[src/rtl/id_ex_stage.sv]
// ID/EX pipeline register for the five-stage MIPS datapath, with load-use
// hazard detection, bubble insertion, hold/flush handling and a stall counter.
module id_ex_stage (
  input  logic        clk_i,
  input  logic        rst_i,
  input  logic        Valid_i,
  input  logic        RegDst_i,
  input  logic        ALUSrc_i,
  input  logic        RegWrite_i,
  input  logic        MemToReg_i,
  input  logic        MemWrite_i,
  input  logic        IsBranch_i,
  input  logic [1:0]  ALUOp_i,
  input  logic [31:0] RsData_i,
  input  logic [31:0] RtData_i,
  input  logic [15:0] Imm_i,
  input  logic [4:0]  Rs_i,
  input  logic [4:0]  Rt_i,
  input  logic [4:0]  Rd_i,
  input  logic [5:0]  Funct_i,
  input  logic        Flush_i,
  input  logic        Hold_i,
  output logic        Stall_o,
  output logic        Valid_o,
  output logic        RegDst_o,
  output logic        ALUSrc_o,
  output logic        RegWrite_o,
  output logic        MemToReg_o,
  output logic        MemWrite_o,
  output logic        IsBranch_o,
  output logic [1:0]  ALUOp_o,
  output logic [31:0] RsData_o,
  output logic [31:0] RtData_o,
  output logic [31:0] ImmExt_o,
  output logic [4:0]  Rs_o,
  output logic [4:0]  Rt_o,
  output logic [4:0]  WriteReg_o,
  output logic [5:0]  Funct_o,
  output logic [15:0] HazardCount_o
);

  typedef struct packed {
    logic        valid;
    logic        reg_dst;
    logic        alu_src;
    logic        reg_write;
    logic        mem_to_reg;
    logic        mem_write;
    logic        is_branch;
    logic [1:0]  alu_op;
    logic [31:0] rs_data;
    logic [31:0] rt_data;
    logic [31:0] imm_ext;
    logic [4:0]  rs;
    logic [4:0]  rt;
    logic [4:0]  write_reg;
    logic [5:0]  funct;
  } stage_t;

  stage_t      stage_q;
  stage_t      stage_d;
  logic [15:0] count_q;
  logic        uses_rt;
  logic        hazard;

  // A bubble is the all-zero stage, so RegWrite/MemWrite are suppressed too.
  always_comb begin
    stage_d            = '0;
    stage_d.valid      = 1'b1;
    stage_d.reg_dst    = RegDst_i;
    stage_d.alu_src    = ALUSrc_i;
    stage_d.reg_write  = RegWrite_i;
    stage_d.mem_to_reg = MemToReg_i;
    stage_d.mem_write  = MemWrite_i;
    stage_d.is_branch  = IsBranch_i;
    stage_d.alu_op     = ALUOp_i;
    stage_d.rs_data    = RsData_i;
    stage_d.rt_data    = RtData_i;
    stage_d.imm_ext    = {{16{Imm_i[15]}}, Imm_i};
    stage_d.rs         = Rs_i;
    stage_d.rt         = Rt_i;
    stage_d.write_reg  = RegDst_i ? Rd_i : Rt_i;
    stage_d.funct      = Funct_i;
  end

  always_comb begin
    uses_rt = RegDst_i | MemWrite_i | IsBranch_i;
    hazard  = Valid_i & stage_q.valid & stage_q.mem_to_reg &
              (stage_q.write_reg != '0) &
              ((stage_q.write_reg == Rs_i) | (uses_rt & (stage_q.write_reg == Rt_i)));
    Stall_o = Hold_i | (hazard & ~Flush_i);
  end

  always_ff @(posedge clk_i or posedge rst_i) begin
    if (rst_i) begin
      stage_q <= '0;
      count_q <= '0;
    end else if (!Hold_i) begin
      if (Flush_i || !Valid_i) begin
        stage_q <= '0;
      end else if (hazard) begin
        stage_q <= '0;
        if (count_q != '1) count_q <= count_q + 16'd1;
      end else begin
        stage_q <= stage_d;
      end
    end
  end

  assign Valid_o       = stage_q.valid;
  assign RegDst_o      = stage_q.reg_dst;
  assign ALUSrc_o      = stage_q.alu_src;
  assign RegWrite_o    = stage_q.reg_write;
  assign MemToReg_o    = stage_q.mem_to_reg;
  assign MemWrite_o    = stage_q.mem_write;
  assign IsBranch_o    = stage_q.is_branch;
  assign ALUOp_o       = stage_q.alu_op;
  assign RsData_o      = stage_q.rs_data;
  assign RtData_o      = stage_q.rt_data;
  assign ImmExt_o      = stage_q.imm_ext;
  assign Rs_o          = stage_q.rs;
  assign Rt_o          = stage_q.rt;
  assign WriteReg_o    = stage_q.write_reg;
  assign Funct_o       = stage_q.funct;
  assign HazardCount_o = count_q;

endmodule

[config.mk]
export PLATFORM = sky130hd
export DESIGN_NAME = id_ex_stage
export DESIGN_NICKNAME = d
export VERILOG_FILES = /design/src/rtl/id_ex_stage.sv
export SDC_FILE = /design/constraint.sdc
export NUM_CORES = 1
export LEC_CHECK = 0
export CORE_MARGIN = 2
export CORE_UTILIZATION = 44
export CTS_BUF_LIST = sky130_fd_sc_hd__clkbuf_4 sky130_fd_sc_hd__clkbuf_8
export CTS_CLUSTER_SIZE = 20
export DETAILED_ROUTE_END_ITERATION = 16
export PLACE_DENSITY = 0.95
export SYNTH_ARGS = -nofsm -noshare
export SYNTH_HDL_FRONTEND = slang
export SYNTH_SLANG_ARGS = --single-unit
[constraint.sdc]
create_clock -name clk_i -period 6.73 [get_ports clk_i]
set_clock_uncertainty 0.1 [all_clocks]
set_input_delay 1.346 -clock clk_i [delete_from_list [all_inputs] [get_ports clk_i]]
set_output_delay 1.346 -clock clk_i [all_outputs]
set_load 0.005 [all_outputs]
==> impl_metrics.ini, run 1 <==
[logic_synthesis]
synth-compound-area-share = 0.202
synth_top_area_share = 0.630
synthMuxAreaShare = 0.0135
syn_area_um2 = 5000
yosysTopAreaCell = dfrtp_1
async_flop_share = 1.00
synth_most_common_cell = dfrtp_1
synth_top_family_by_area = compound AO/OA/AOI/OAI gates
synth_fa_ha_area_frac = 0.00250
syn_nets = 471
synthFlopType = dfrtp_1
netlist_top_cells_area = dfrtp_1 (63%), a22o_1 (19%), xnor2_1 (4.4%)
synth-edff-count = 0
synthTopCellsByCount = dfrtp_1 (126), a22o_1 (109), xnor2_1 (25)
synth-xor-area-share = 0.0438
netlist_instances = 356
yosysWarnings = 0
synth-simple-area-share = 0.0453
synth_seq_cells = 126
yosysUniqueCellTypes = 29
avgSynthCellArea_um2 = 14.1
ys_seq_area_frac = 0.630

[cts]
clk_latency_ns = 0.43
postCtsHoldBufs = 0
cts_buffers = 17
clkSinkCount = 126
path_clk_slew_ns = 0.07
cts-resized-gates = 0
clock_path_buffers = 2
cts-root-buf = clkbuf_8
cts_tree = built
h-tree-depth = 4
cts_setup_buffers = 0

[critical_path]
cp_data_required_time_ns = 5.28
crit_top_cell = clkdlybuf4s50_1
cp.buffers_inverters = 2
cp-start-kind = primary input
crit_fanout = 17
crit_chain = clkdlybuf4s50_1 > xnor2_1 > nand4_1 > o22ai_2 > a31o_2 > clkdlybuf4s50_1
critical_path_class = primary input to output port
crit_path_end_kind = output port
crit_family = buffers and inverters
worstPathArrival_ns = 3.62
cpPeakStageDelay_ns = 0.61
cpMaxStageDelayCell = o22ai_2

[routing]
first_pass_iters = 4
viasPerCell = 5.35
num_vias = 3987
first_iter_violations = 207
wl_um = 14600
drc = 0
ant_nets = 0
wl_per_cell_um = 19.6

[place]
dp_slack_ns = 1.68
dp.cells = 713
dp_hpwl_um = 10300
portBuffers = 256
place.gp.congestion = 0.848

[floorplan]
fp.dieH_um = 111
ios = 257
rows = 38
core_area_um2 = 11000
dieArea_um2 = 12200
die_x_um = 111
start_util = 0.456

[sta]
fin_crit_ns = 5.06
rsz0062_at_grt = false
setup_viol = 0
fin_tns_setup_ns = 0
fin_ws_ns = 1.67
slew_viol_final = 0
max_freq_mhz = 198
fin_crit_sh = 0.752
hold_slack_ns = 0.407
finalHoldViolCount = 0
max_slew_margin = 0.245
worst_pin_slew_ns = 1.13

[run_status]
status = finished clean

[power_and_ir_drop]
sw_frac_of_total = 0.231
intPower_mw = 1.31
combPwrFrac = 0.148
powerDensity_nw_per_um2 = 217
finalPower_mw = 1.70
leakagePower_nw = 3.44
clkPwrFrac = 0.368
pwr-share-seq = 0.483
vdd.ir_drop.worst_mv = 0.137
p_sw_mw = 0.393

[global_route]
grt_pass1_wl_um = 23500
grt_max_degree = 113
grt_usage = 0.243
antenna_found_initial = 0
gr-total-overflow = 0
grt_pass1_vias = 4268

[job]
cap_violations = 0

[layout]
fin_cells = 745
nNetsFinal = 707
fill_cells = 732
area_growth_pct = 57.0
n_antenna_cell = 0
seqCellArea_um2 = 3150
multiInputGateArea_um2 = 1540
drive_gt1_frac = 0.0810

[worst_hold_path]
hp-class = flip-flop to flip-flop
cell type report:
type,instances,area share
Clock inverter,6,0.00733
Multi-Input combinational cell,184,0.196
Sequential cell,126,0.401
Tap cell,140,0.0223
Inverter,4,0.00223
Timing Repair Buffer,259,0.329
Clock buffer,26,0.0416
cells in the final DEF (no fill, tap or decap), types with 2 or more instances in the layout:
cell	count
clkbuf_8	21
nand3b_1	2
buf_4	4
xnor2_1	25
a22o_1	109
mux2_2	6
clkdlybuf4s50_1	255
clkbuf_4	5
nand3_1	6
and3_1	7
nand4_1	12
nand2_1	3
clkinv_2	4
inv_1	2
dfrtp_1	126
power groups by stage:
stage	registers, mW	logic (mW)	clock network, mW
2_1_floorplan	0.833	0.0869	0
3_3_place_gp	0.833	0.247	0
3_5_place_dp	0.835	0.254	0
4_1_cts	0.822	0.255	0.643
5_1_grt	0.826	0.270	0.683
6_report	0.822	0.252	0.626
through the flow:
| stage | instance area, um^2 | util |
|---|---|---|
| global placement | 7470 | 0.680 |
| detailed placement | 7470 | 0.680 |
| CTS | 7850 | 0.715 |
| floorplan | 5000 | - |
| finish | 7850 | 0.715 |
| global route | 7850 | 0.715 |
state kept, by name, summed over array words and instances (netlist names):
signal and cells:
ALUOp_o 2, ALUSrc_o 1, Funct_o 6, HazardCount_o 16
ImmExt_o 16, IsBranch_o 1, MemToReg_o 1, MemWrite_o 1
RegDst_o 1, RegWrite_o 1, RsData_o 32, Rs_o 5
RtData_o 32, Rt_o 5, Valid_o 1, WriteReg_o 5
cells by family (layout without fill, tap and decap cells):
logic type	count (synthesis)	in the layout
flops	126	126
xor+xnor	25	25
buf+inv	46	295
fa+ha+maj	1	1
compound gates	115	115
simple gates	37	37
mux	6	6
per-layer routing:
layer / part of all wire / up-vias / GRT usage
li1: - / 1796 / -
met1: 0.39 / 1968 / 0.288
met2: 0.51 / 196 / 0.424
met3: 0.071 / 27 / 0.0730
met4: 0.020 / 0 / 0.0800
met5: 0 / - / 0
worst paths after layout:
check,from,end,slack [ns],depth (start not counted)
worst max-delay path,Rt_i[0],Stall_o,1.67,6
worst min register to register,HazardCount_o[10],HazardCount_o[10],0.41,1
max in group asynchronous,rst_i,RsData_o[22],3.96,3
worst min-delay path,HazardCount_o[10],HazardCount_o[10],0.41,1
min in group asynchronous,rst_i,RsData_o[24],1.37,2
worst max register to register,WriteReg_o[1],RsData_o[30],4.26,6
(Power assumes the default switching activity.)
==> inputs of run 2 (changes only) <==
--- a/config.mk
+++ b/config.mk
@@ -6,11 +6,11 @@
 export NUM_CORES = 1
 export LEC_CHECK = 0
 export CORE_MARGIN = 2
-export CORE_UTILIZATION = 44
+export CORE_UTILIZATION = 41
 export CTS_BUF_LIST = sky130_fd_sc_hd__clkbuf_4 sky130_fd_sc_hd__clkbuf_8
 export CTS_CLUSTER_SIZE = 20
 export DETAILED_ROUTE_END_ITERATION = 16
-export PLACE_DENSITY = 0.95
+export PLACE_DENSITY = 0.91
 export SYNTH_ARGS = -nofsm -noshare
 export SYNTH_HDL_FRONTEND = slang
 export SYNTH_SLANG_ARGS = --single-unit
==> constraint.sdc (replaced) <==
create_clock -name clk_i -period 5.12 [get_ports clk_i]
set_clock_uncertainty 0.1 [all_clocks]
set_input_delay 1.024 -clock clk_i [delete_from_list [all_inputs] [get_ports clk_i]]
set_output_delay 1.024 -clock clk_i [all_outputs]
set_load 0.005 [all_outputs]
==> impl_metrics.ini, run 2 (same netlist as run 1, synthesis figures left out) <==
[run_status]
status = finished clean

[critical_path]
worstPathArrival_ns = 3.14
cpPeakStageDelay_ns = 0.58
crit_path_end_kind = output port
crit_fanout = 17
crit_top_cell = clkdlybuf4s50_1
cp.buffers_inverters = 3
crit_chain = clkdlybuf4s50_1 > o31ai_1 > o22ai_2 > buf_4 > a31o_2 > clkdlybuf4s50_1
cpMaxStageDelayCell = clkdlybuf4s50_1
crit_family = buffers and inverters
cp-start-kind = primary input
critical_path_class = primary input to output port
cp_data_required_time_ns = 4.00

[layout]
n_antenna_cell = 0
area_growth_pct = 57.6
fill_cells = 859
nNetsFinal = 708
layout_commonest_cell = clkdlybuf4s50_1
utilization = 0.659
drive_gt1_frac = 0.0825
layout_common_cells = clkdlybuf4s50_1 (255), dfrtp_1 (126), a22o_1 (109)
fin_cells = 753

[cts]
path_clk_slew_ns = 0.07
cts_setup_buffers = 0
clkSinkCount = 126
cts-root-buf = clkbuf_8
clock_path_buffers = 2
clk_latency_ns = 0.44
cts_tree = built
cts-resized-gates = 0
h-tree-depth = 4
postCtsHoldBufs = 0
cts_buffers = 17

[sta]
max_slew_margin = 0.239
fin_tns_setup_ns = 0
hold_slack_ns = 0.405
fin_crit_ns = 4.27
max_freq_mhz = 234
rsz0062_at_grt = false
slew_viol_final = 0
finalHoldViolCount = 0
worst_pin_slew_ns = 1.14
setup_viol = 0
fin_ws_ns = 0.852
fin_crit_sh = 0.834

[routing]
ant_nets = 0
first_iter_violations = 319
wl_met2_um = 6970
wl_met3_um = 936
wl_met1_um = 5840
viasPerCell = 5.28
drc = 0
wl_per_cell_um = 18.6
wl_um = 14000
dr.max_layer_used = met4
num_vias = 3975
first_pass_iters = 4

[global_route]
antenna_found_initial = 0
grt_pass1_vias = 4086
grt_pass1_wl_um = 21900
gr-total-overflow = 0
grt_max_degree = 127
grt_usage = 0.219

[place]
dp_hpwl_um = 9820
dp.cells = 721
dp_slack_ns = 0.876
place.gp.congestion = 0.811
portBuffers = 256

[job]
cap_violations = 0

[power_and_ir_drop]
powerDensity_nw_per_um2 = 286
combPwrFrac = 0.147
sw_frac_of_total = 0.239
clkPwrFrac = 0.375
intPower_mw = 1.72
leakagePower_nw = 3.45
pwr-share-seq = 0.478
p_sw_mw = 0.539
vdd.ir_drop.worst_mv = 0.140

[worst_hold_path]
hp-class = flip-flop to flip-flop

[floorplan]
die_x_um = 114
ios = 257
fp.dieH_um = 114
core_area_um2 = 12000
rows = 40
dieArea_um2 = 13100
start_util = 0.418
==> run 2: path summary, 6_finish.rpt <==
path	end	slack (ns)	start	depth (start not counted)
worst min register to register	HazardCount_o[10]	0.41	HazardCount_o[10]	1
worst min-delay path	HazardCount_o[10]	0.41	HazardCount_o[10]	1
min in group asynchronous	RsData_o[25]	1.04	rst_i	3
worst max register to register	RtData_o[10]	2.68	WriteReg_o[1]	6
worst max-delay path	Stall_o	0.85	RegDst_i	6
max in group asynchronous	Funct_o[4]	3.42	rst_i	3
==> run 2: power groups by stage <==
stage	registers (mW)	clock network [mW]	logic, mW
global placement	1.09	0	0.327
finish	1.08	0.847	0.332
floorplan	1.10	0	0.114
global route	1.08	0.916	0.356
detailed placement	1.10	0	0.334
CTS	1.08	0.868	0.336
==> run 2: area by class of cell <==
| class | instances | area [um^2] | share of cell area |
|---|---|---|---|
| flip-flops and latches | 126 | 3150 | 0.400 |
| repair buffers | 260 | 2600 | 0.330 |
| multi-input cells | 184 | 1540 | 0.195 |
| clock buffers | 20 | 269 | 0.0341 |
| well taps | 147 | 184 | 0.0233 |
| clock inverters | 12 | 119 | 0.0151 |
| inverters | 4 | 17.5 | 0.00222 |
==> run 2: through the flow <==
stage               power [mW]  cell area [um^2]
floorplan                 1.21              5000
global placement          1.42              7500
detailed placement        1.43              7500
CTS                       2.28              7890
global route              2.36              7890
finish                    2.26              7890
==> run 2: routing by layer <==
metal  vias to the layer above  track usage
li1                       1804            -
met1                      1950        0.268
met2                       192        0.355
met3                        29       0.0715
met4                         0       0.0935
met5                         -            0
